`src/rtl/instr_queue.sv`:
```
// Circular FIFO of decoded instructions between decode and issue dispatch.
// Optional same-cycle empty-queue bypass enabled by `define INSTR_QUEUE_BYPASS_EN.
package instr_queue_pkg;
  typedef struct packed {
    logic [31:0] pc;
    logic [3:0]  branch_id;
    logic [6:0]  opcode;
    logic [4:0]  rd;
    logic [4:0]  rs1;
    logic [4:0]  rs2;
    logic [31:0] imm;
  } instr_struct;
endpackage

module instr_queue
  import instr_queue_pkg::*;
#(
  parameter int DEPTH = 8,
  parameter int PTR_W = $clog2(DEPTH)
) (
  input  logic             clk,
  input  logic             rst,
  input  logic             flush_i,
  input  logic             load_queue,
  input  instr_struct      instruction_i,
  input  logic             dequeue,
  output instr_struct      instruction_o,
  output logic             valid_o,
  output logic             full_o,
  output logic             empty_o,
  output logic [PTR_W:0]   count_o,
  output logic             overflow_o
);

  localparam logic [PTR_W:0] FULL_CNT = (PTR_W+1)'(DEPTH);

  instr_struct      r_mem [DEPTH];
  logic [PTR_W-1:0] r_head, r_tail;
  logic [PTR_W:0]   r_count;
  logic             r_overflow;

  logic w_full, w_empty, w_pop, w_push, w_bypass;

  // Status flags come from registered count only, so decode sees no comb loop.
  assign w_full  = (r_count == FULL_CNT);
  assign w_empty = (r_count == '0);
  assign w_pop   = dequeue && !w_empty;

`ifdef INSTR_QUEUE_BYPASS_EN
  logic w_consume;
  assign w_bypass  = w_empty && load_queue && !flush_i;
  // A bypassed instruction popped in the same cycle never touches storage.
  assign w_consume = w_bypass && dequeue;
  assign w_push    = load_queue && (!w_full || w_pop) && !w_consume;
`else
  assign w_bypass  = 1'b0;
  assign w_push    = load_queue && (!w_full || w_pop);
`endif

  always_ff @(posedge clk) begin
    if (rst || flush_i) begin
      r_head     <= '0;
      r_tail     <= '0;
      r_count    <= '0;
      r_overflow <= 1'b0;
    end else begin
      if (w_push) r_tail <= r_tail + PTR_W'(1);
      if (w_pop)  r_head <= r_head + PTR_W'(1);
      case ({w_push, w_pop})
        2'b10:   r_count <= r_count + (PTR_W+1)'(1);
        2'b01:   r_count <= r_count - (PTR_W+1)'(1);
        default: r_count <= r_count;
      endcase
      r_overflow <= load_queue && w_full && !w_pop;
    end
  end

  // Storage needs no reset; pointers define which entries are live.
  always_ff @(posedge clk) begin
    if (!rst && !flush_i && w_push) r_mem[r_tail] <= instruction_i;
  end

  always_comb begin
    instruction_o = '0;
    if (!w_empty)      instruction_o = r_mem[r_head];
    else if (w_bypass) instruction_o = instruction_i;
  end

  assign valid_o    = !w_empty || w_bypass;
  assign full_o     = w_full;
  assign empty_o    = w_empty;
  assign count_o    = r_count;
  assign overflow_o = r_overflow;

endmodule

```
`config.mk`:
```
export PLATFORM = sky130hd
export DESIGN_NAME = instr_queue
export DESIGN_NICKNAME = d
export VERILOG_FILES = /design/src/rtl/instr_queue.sv
export SDC_FILE = /design/constraint.sdc
export NUM_CORES = 1
export LEC_CHECK = 0
export CAP_MARGIN = 20
export CORE_MARGIN = 2
export CORE_UTILIZATION = 30
export CTS_CLUSTER_SIZE = 40
export DETAILED_ROUTE_END_ITERATION = 6
export GPL_TIMING_DRIVEN = 0
export PLACE_DENSITY = 0.57
export SLEW_MARGIN = 40
export SYNTH_ARGS = -nofsm -noshare
export SYNTH_HDL_FRONTEND = slang
export SYNTH_SLANG_ARGS = --single-unit
```
`constraint.sdc`:
```
create_clock -name clk -period 10.9 [get_ports clk]
set_input_delay 2.18 -clock clk [delete_from_list [all_inputs] [get_ports clk]]
set_output_delay 2.18 -clock clk [all_outputs]
set_load 0.03 [all_outputs]
```
## After elaboration in Yosys (flattened, before gate mapping)

Memories as Yosys holds them, arrays and structs flattened. A register that Yosys moved wholly into a read port is not among the register bits.
Index checks and enable logic that the tools add are counted.

- Register bits after elaboration: 11
- Input port bits: 95
- Memories kept: 1
- Memory bits (writable): 720
- Word-level logic and storage cells: 33

Memory list:

| name | depth | bits a word | rd ports | clocked after Yosys merged registers in | write ports | RTL line | text |
|---|---|---|---|---|---|---|---|
| r_mem | 8 | 90 | 1 | 1 | 1 | 37 | `instr_struct r_mem [DEPTH];` |

- Reductions and logical operators: 15
- Muxes and demuxes: 6
- $add $sub $neg: 4
- Eq/ne operators: 3

Operators by type and width:

| operator | count |
|---|---|
| 90-bit two-way mux | 1 |
| 4-bit one-hot mux with 2 select lines | 1 |
| 3-bit by 1-bit adder with 3-bit output (second input constant) | 2 |
| 1-bit logical AND | 6 |
| 3-bit two-way mux | 2 |
| 1-bit logical NOT | 5 |
| 4-bit by 1-bit adder with 4-bit output (second input constant) | 1 |
| 4-bit equality test (second input constant) | 1 |
| 4-bit logical NOT | 1 |
| 4-bit by 1-bit subtractor with 4-bit output (second input constant) | 1 |
| 2-bit by 1-bit equality test with 1-bit output (second input constant) | 1 |
| 2-bit equality test (second input constant) | 1 |
| 1-bit logical OR | 2 |
| 1-bit two-way mux | 2 |
| 2-bit nonzero test | 1 |

## Depth between registers and ports, before layout

- Depth in word-level cells: 8
- Depth in mapped cells: 9
- Depth with buffers taken out: 7

## Worst setup path before layout

No wires, ideal clock.

- Kind: input to register
- From: in flush_i
- To: mem r_mem[0][0] (netlist name) (enable)
- Arrival: 8.967 ns
- Stages: 3
- Data required time: 10.251 ns
- Setup time: 0.649 ns
- Setup slack: 1.284 ns
- Path through: or2_2 or3_1 nor3_1

- Cells in the longest elaborated chain, start to end: 5

Ends and longest elaborated chain:

| what | RTL line | text |
|---|---|---|
| start, declared | 23 | `input logic flush_i,` |
| 1-bit logical NOT | 80 | `if (!rst && !flush_i && w_push) r_mem[r_tail] <= instruction_i;` |
| 1-bit logical AND (2 in a row) | 80 |  |
| 1-bit two-way mux | 80 |  |
| 1-bit two-way mux (implied by the code) | 80 |  |
| end, declared | 37 |  |

No other way between the ends.

==> out/results.txt <==
The run finished with clean final reports. The hold slack is 0.493 ns. The tools report the number of routed nets with antenna violations as 0. The height of the die is 310 um.

The share of post-route cells with drive strength above 1 was 0.277; the number of nets produced by synthesis was 1,330. The post-synthesis compound-gate area fraction was 0.00397. The worst hold path stage count was 2. For the worst flop-to-flop path, the logic depth is 10.

The global-route wire length before repair was 97,400 um. VDD sags by at most 0.000113 V. The fraction of the yosys area taken by sequential cells came out at 0.780.

The run gives 0.65 ns as the later-pin clock latency in the skew report. The total count of hold-check failures in the final report was 0; the adder-cell share of the synthesized area was 0.00134. The tools report the overall fraction of global-route tracks in use as 0.141.

The area growth from synthesis to layout is 27.1%. The startpoint of the worst hold path was r_head[1]. Timing would allow up to 162 MHz. For the effective utilization at floorplan, the log shows 0.302. The number of different library cells used by synthesis comes to 41. The detailed-placement wirelength estimate is 45,100 um. The xor and xnor fraction of the mapped netlist area is 0.00250.

At the end of routability-driven placement, the weighted congestion stood at 0.688. Across the whole layout, storage elements account for 0.0219 mm^2. In this run, post-CTS repair resized a total of 0 instances.

The net total in the final layout came out at 1,698. The run gives 0.0281 mm^2 as the post-synthesis instance area. Fill cells in the final layout number 8,455.

The die covers 0.0960 mm^2. Endpoint required time on the critical path: 8.72 ns. The aggregate negative setup slack was 0 ns; the via count of the first global-routing pass was 14,400.

The floorplan step set the die width to 310 um. After detailed placement, the design holds a cell count of 2,770. The post-route clock period utilization was 0.567. At the pin with the least slew margin, the transition time is 0.800 ns.

The initialized floorplan defines 112 standard-cell rows. The run gives 4.00 ns as the worst endpoint data arrival time. Across all register-to-register paths, the minimum setup slack is 7.74 ns.

Between clock sinks in the finished design, the worst skew comes to 0.0312 ns. The quantity of I/O buffers inserted on ports was 192. The average cell area after synthesis is 22.8 um^2, and the post-route core utilization is 0.384. For the total via count after detailed routing, the log shows 13,500.

The post-synthesis register bit count was 734. In the routed layout, each cell is associated on average with a via count of 4.62. Yosys attributes the largest share of cell area to sky130_fd_sc_hd__edfxtp_1 (77%), sky130_fd_sc_hd__mux4_2 (14%), sky130_fd_sc_hd__mux2i_1 (3.3%). The logs give 5 for the detailed-router iteration count before antenna repair and 0 for the total setup violations reported at the end of the flow. The global route total overflow was 0.

The mux cell area share after synthesis was 0.178. The kind of path behind the tightest hold check was reg2reg. The worst register-to-register path ends at r_mem[0][50]. The share of Yosys cell area claimed by the top area cell type was 0.770; the areal power density over the cells was 171 mW/mm^2.

The run gives 1,003 as the initial detailed-routing violation count. In this run the count of I/O pins placed on the die edge is 193. The number of maximum-capacitance constraint violations is 0.

The synthesized design spends more area on one cell type than any other, namely sky130_fd_sc_hd__edfxtp_1. Excluding fillers, the count of instances in the completed layout stands at 2,922. Buffers added to address setup during post-CTS repair amount to 0.

The clock net in this run drives a total of 734 sinks. The critical path class was reg2out. The run gives 0 as the final routed DRC violation total. After clock tree synthesis, the clock-pin slew on the worst setup and hold paths is 0.05 ns.

Setup repair after global routing left no endpoint under its margin. The total number of H-tree levels came out at 3. In the final routed layout, each cell accounts on average for 23.1 um.

The minimum period implied by the final worst setup slack came out at 6.18 ns. The dominant combinational cell family by area after synthesis is multiplexers. sky130_fd_sc_hd__edfxtp_1 is the most common cell in the netlist. TritonCTS built the clock tree. The buffer depth of the longest clock path is 3. Critical path endpoint category: a primary output. Overall power: 6.12 mW.

The largest net degree at the start of global routing came out at 15. After detailed routing, the total wire length is 67,400 um. The run gives 0.466 as the tightest slew margin relative to the limit.

Yosys printed 0 warnings. The area of combinational cells with multiple inputs was 0.00582 mm^2. The async set-or-reset flop fraction in the synthesized netlist came out at 0.

For the number of antenna violations at the first check in global routing, the log shows 10. Among all flip-flop cells after synthesis, the most frequent one is sky130_fd_sc_hd__edfxtp_1. For hold timing, the worst endpoint is r_head[1]. The tools report the hold-fix buffer count after cts as 0. Simple logic cell fraction of the synthesized area: 0.0199. The worst setup path is launched from a flop.

The maximum net fanout on the critical path was 10. Number of standard cells after synthesis: 1,232. The number of buffers created by CTS came out at 82. Yosys mapped a number of flops with a built-in enable equal to 720.

CTS root buffer: sky130_fd_sc_hd__clkbuf_16. In this run the standard cell core region covers 0.0930 mm^2. The tools report the final number of max-transition violations as 0. In this run the critical register-to-register path is launched from count_o[0]. Counting instances in the post-synthesis netlist gives the leading cell types as sky130_fd_sc_hd__edfxtp_1 (720), sky130_fd_sc_hd__mux4_2 (180), sky130_fd_sc_hd__nor2_1 (107), sky130_fd_sc_hd__mux2i_1 (92), sky130_fd_sc_hd__buf_2 (28). Summed over all cells, the static leakage comes to 11.0 nW.
worst max-delay path, cell delays in order (launching register included):
cell and delay, ns:
sky130_fd_sc_hd__dfxtp_1 0.31, sky130_fd_sc_hd__buf_2 0.44, sky130_fd_sc_hd__clkbuf_2 0.54, sky130_fd_sc_hd__buf_2 0.42, sky130_fd_sc_hd__mux4_2 0.35, sky130_fd_sc_hd__mux2i_1 0.59
sky130_fd_sc_hd__nor2_1 0.09, sky130_fd_sc_hd__clkdlybuf4s50_1 0.62
sequential cells by signal, summed over array words and instances (netlist names), named ones only:
signal / cells
overflow_o: 1
r_tail: 3
count_o: 4
r_mem: 720
r_head: 3
cell families (layout without fill, tap and decap cells):
kind of cell	count (synthesis)	after routing
fa+ha+maj	3	3
buf+inv	68	501
mux	273	273
flops	734	734
other cells	0	3
simple gates	133	133
xor+xnor	8	8
compound gates	13	13
report_power, final:
part           internal (mW)  switching, mW
logic                  0.132          0.183
clock network           1.56           1.12
registers               3.11        0.00420
how the worst max path moves through the flow:
| stage | slack [ns] | to |
|---|---|---|
| floorplan | 1.28 | r_mem[0][0] |
| global placement | -7.22 | r_mem[0][69] |
| detailed placement | 5.26 | instruction_o[59] |
| CTS | 4.57 | instruction_o[59] |
| global route | 4.61 | instruction_o[59] |
| finish | 4.72 | instruction_o[59] |
cells in the final DEF (no fill, tap or decap), drive strengths merged, types with 2 or more instances in the layout:
cell           synthesis  final
nand2                  7      7
mux4                 180    180
buf                   52    144
a211oi                 2      2
ha                     3      3
o21ai                  2      2
clkbuf                14    116
nand3                  3      3
xor2                   5      5
or4                    2      2
mux2i                 92     92
inv                    1      4
nor2                 107    107
clkinv                 1     38
nand2b                 3      3
bufinv                 0      6
a311oi                 2      2
edfxtp               720    720
nor3                   4      4
clkdlybuf4s50          0    192
dfxtp                 14     14
xnor2                  3      3
diode                  0      3
layer usage:
| layer | vias to the layer above | track usage | share of wire |
|---|---|---|---|
| met1 | 7116 | 0.192 | 0.43 |
| met2 | 349 | 0.229 | 0.49 |
| met3 | 112 | 0.0314 | 0.061 |
| met4 | 12 | 0.0383 | 0.021 |
| met5 | - | 0 | 0.0012 |
| li1 | 5897 | - | - |
per-stage QoR:
stage / area (um^2) / setup slack [ns]
global placement: 31600 / -7.22
global route: 35700 / 4.61
CTS: 35700 / 4.57
floorplan: 28100 / 1.28
finish: 35700 / 4.72
detailed placement: 33000 / 5.26
layout make-up:
class | count | area share
timing repair buffer | 284 | 0.0926
clock buffer | 102 | 0.0602
inverter | 2 | 0.000351
clock inverter | 47 | 0.0145
multi-input combinational | 430 | 0.163
antenna | 3 | 0.000210
sequential | 734 | 0.614
buffer | 66 | 0.0115
tap | 1254 | 0.0440
(Power assumes the default switching activity.)
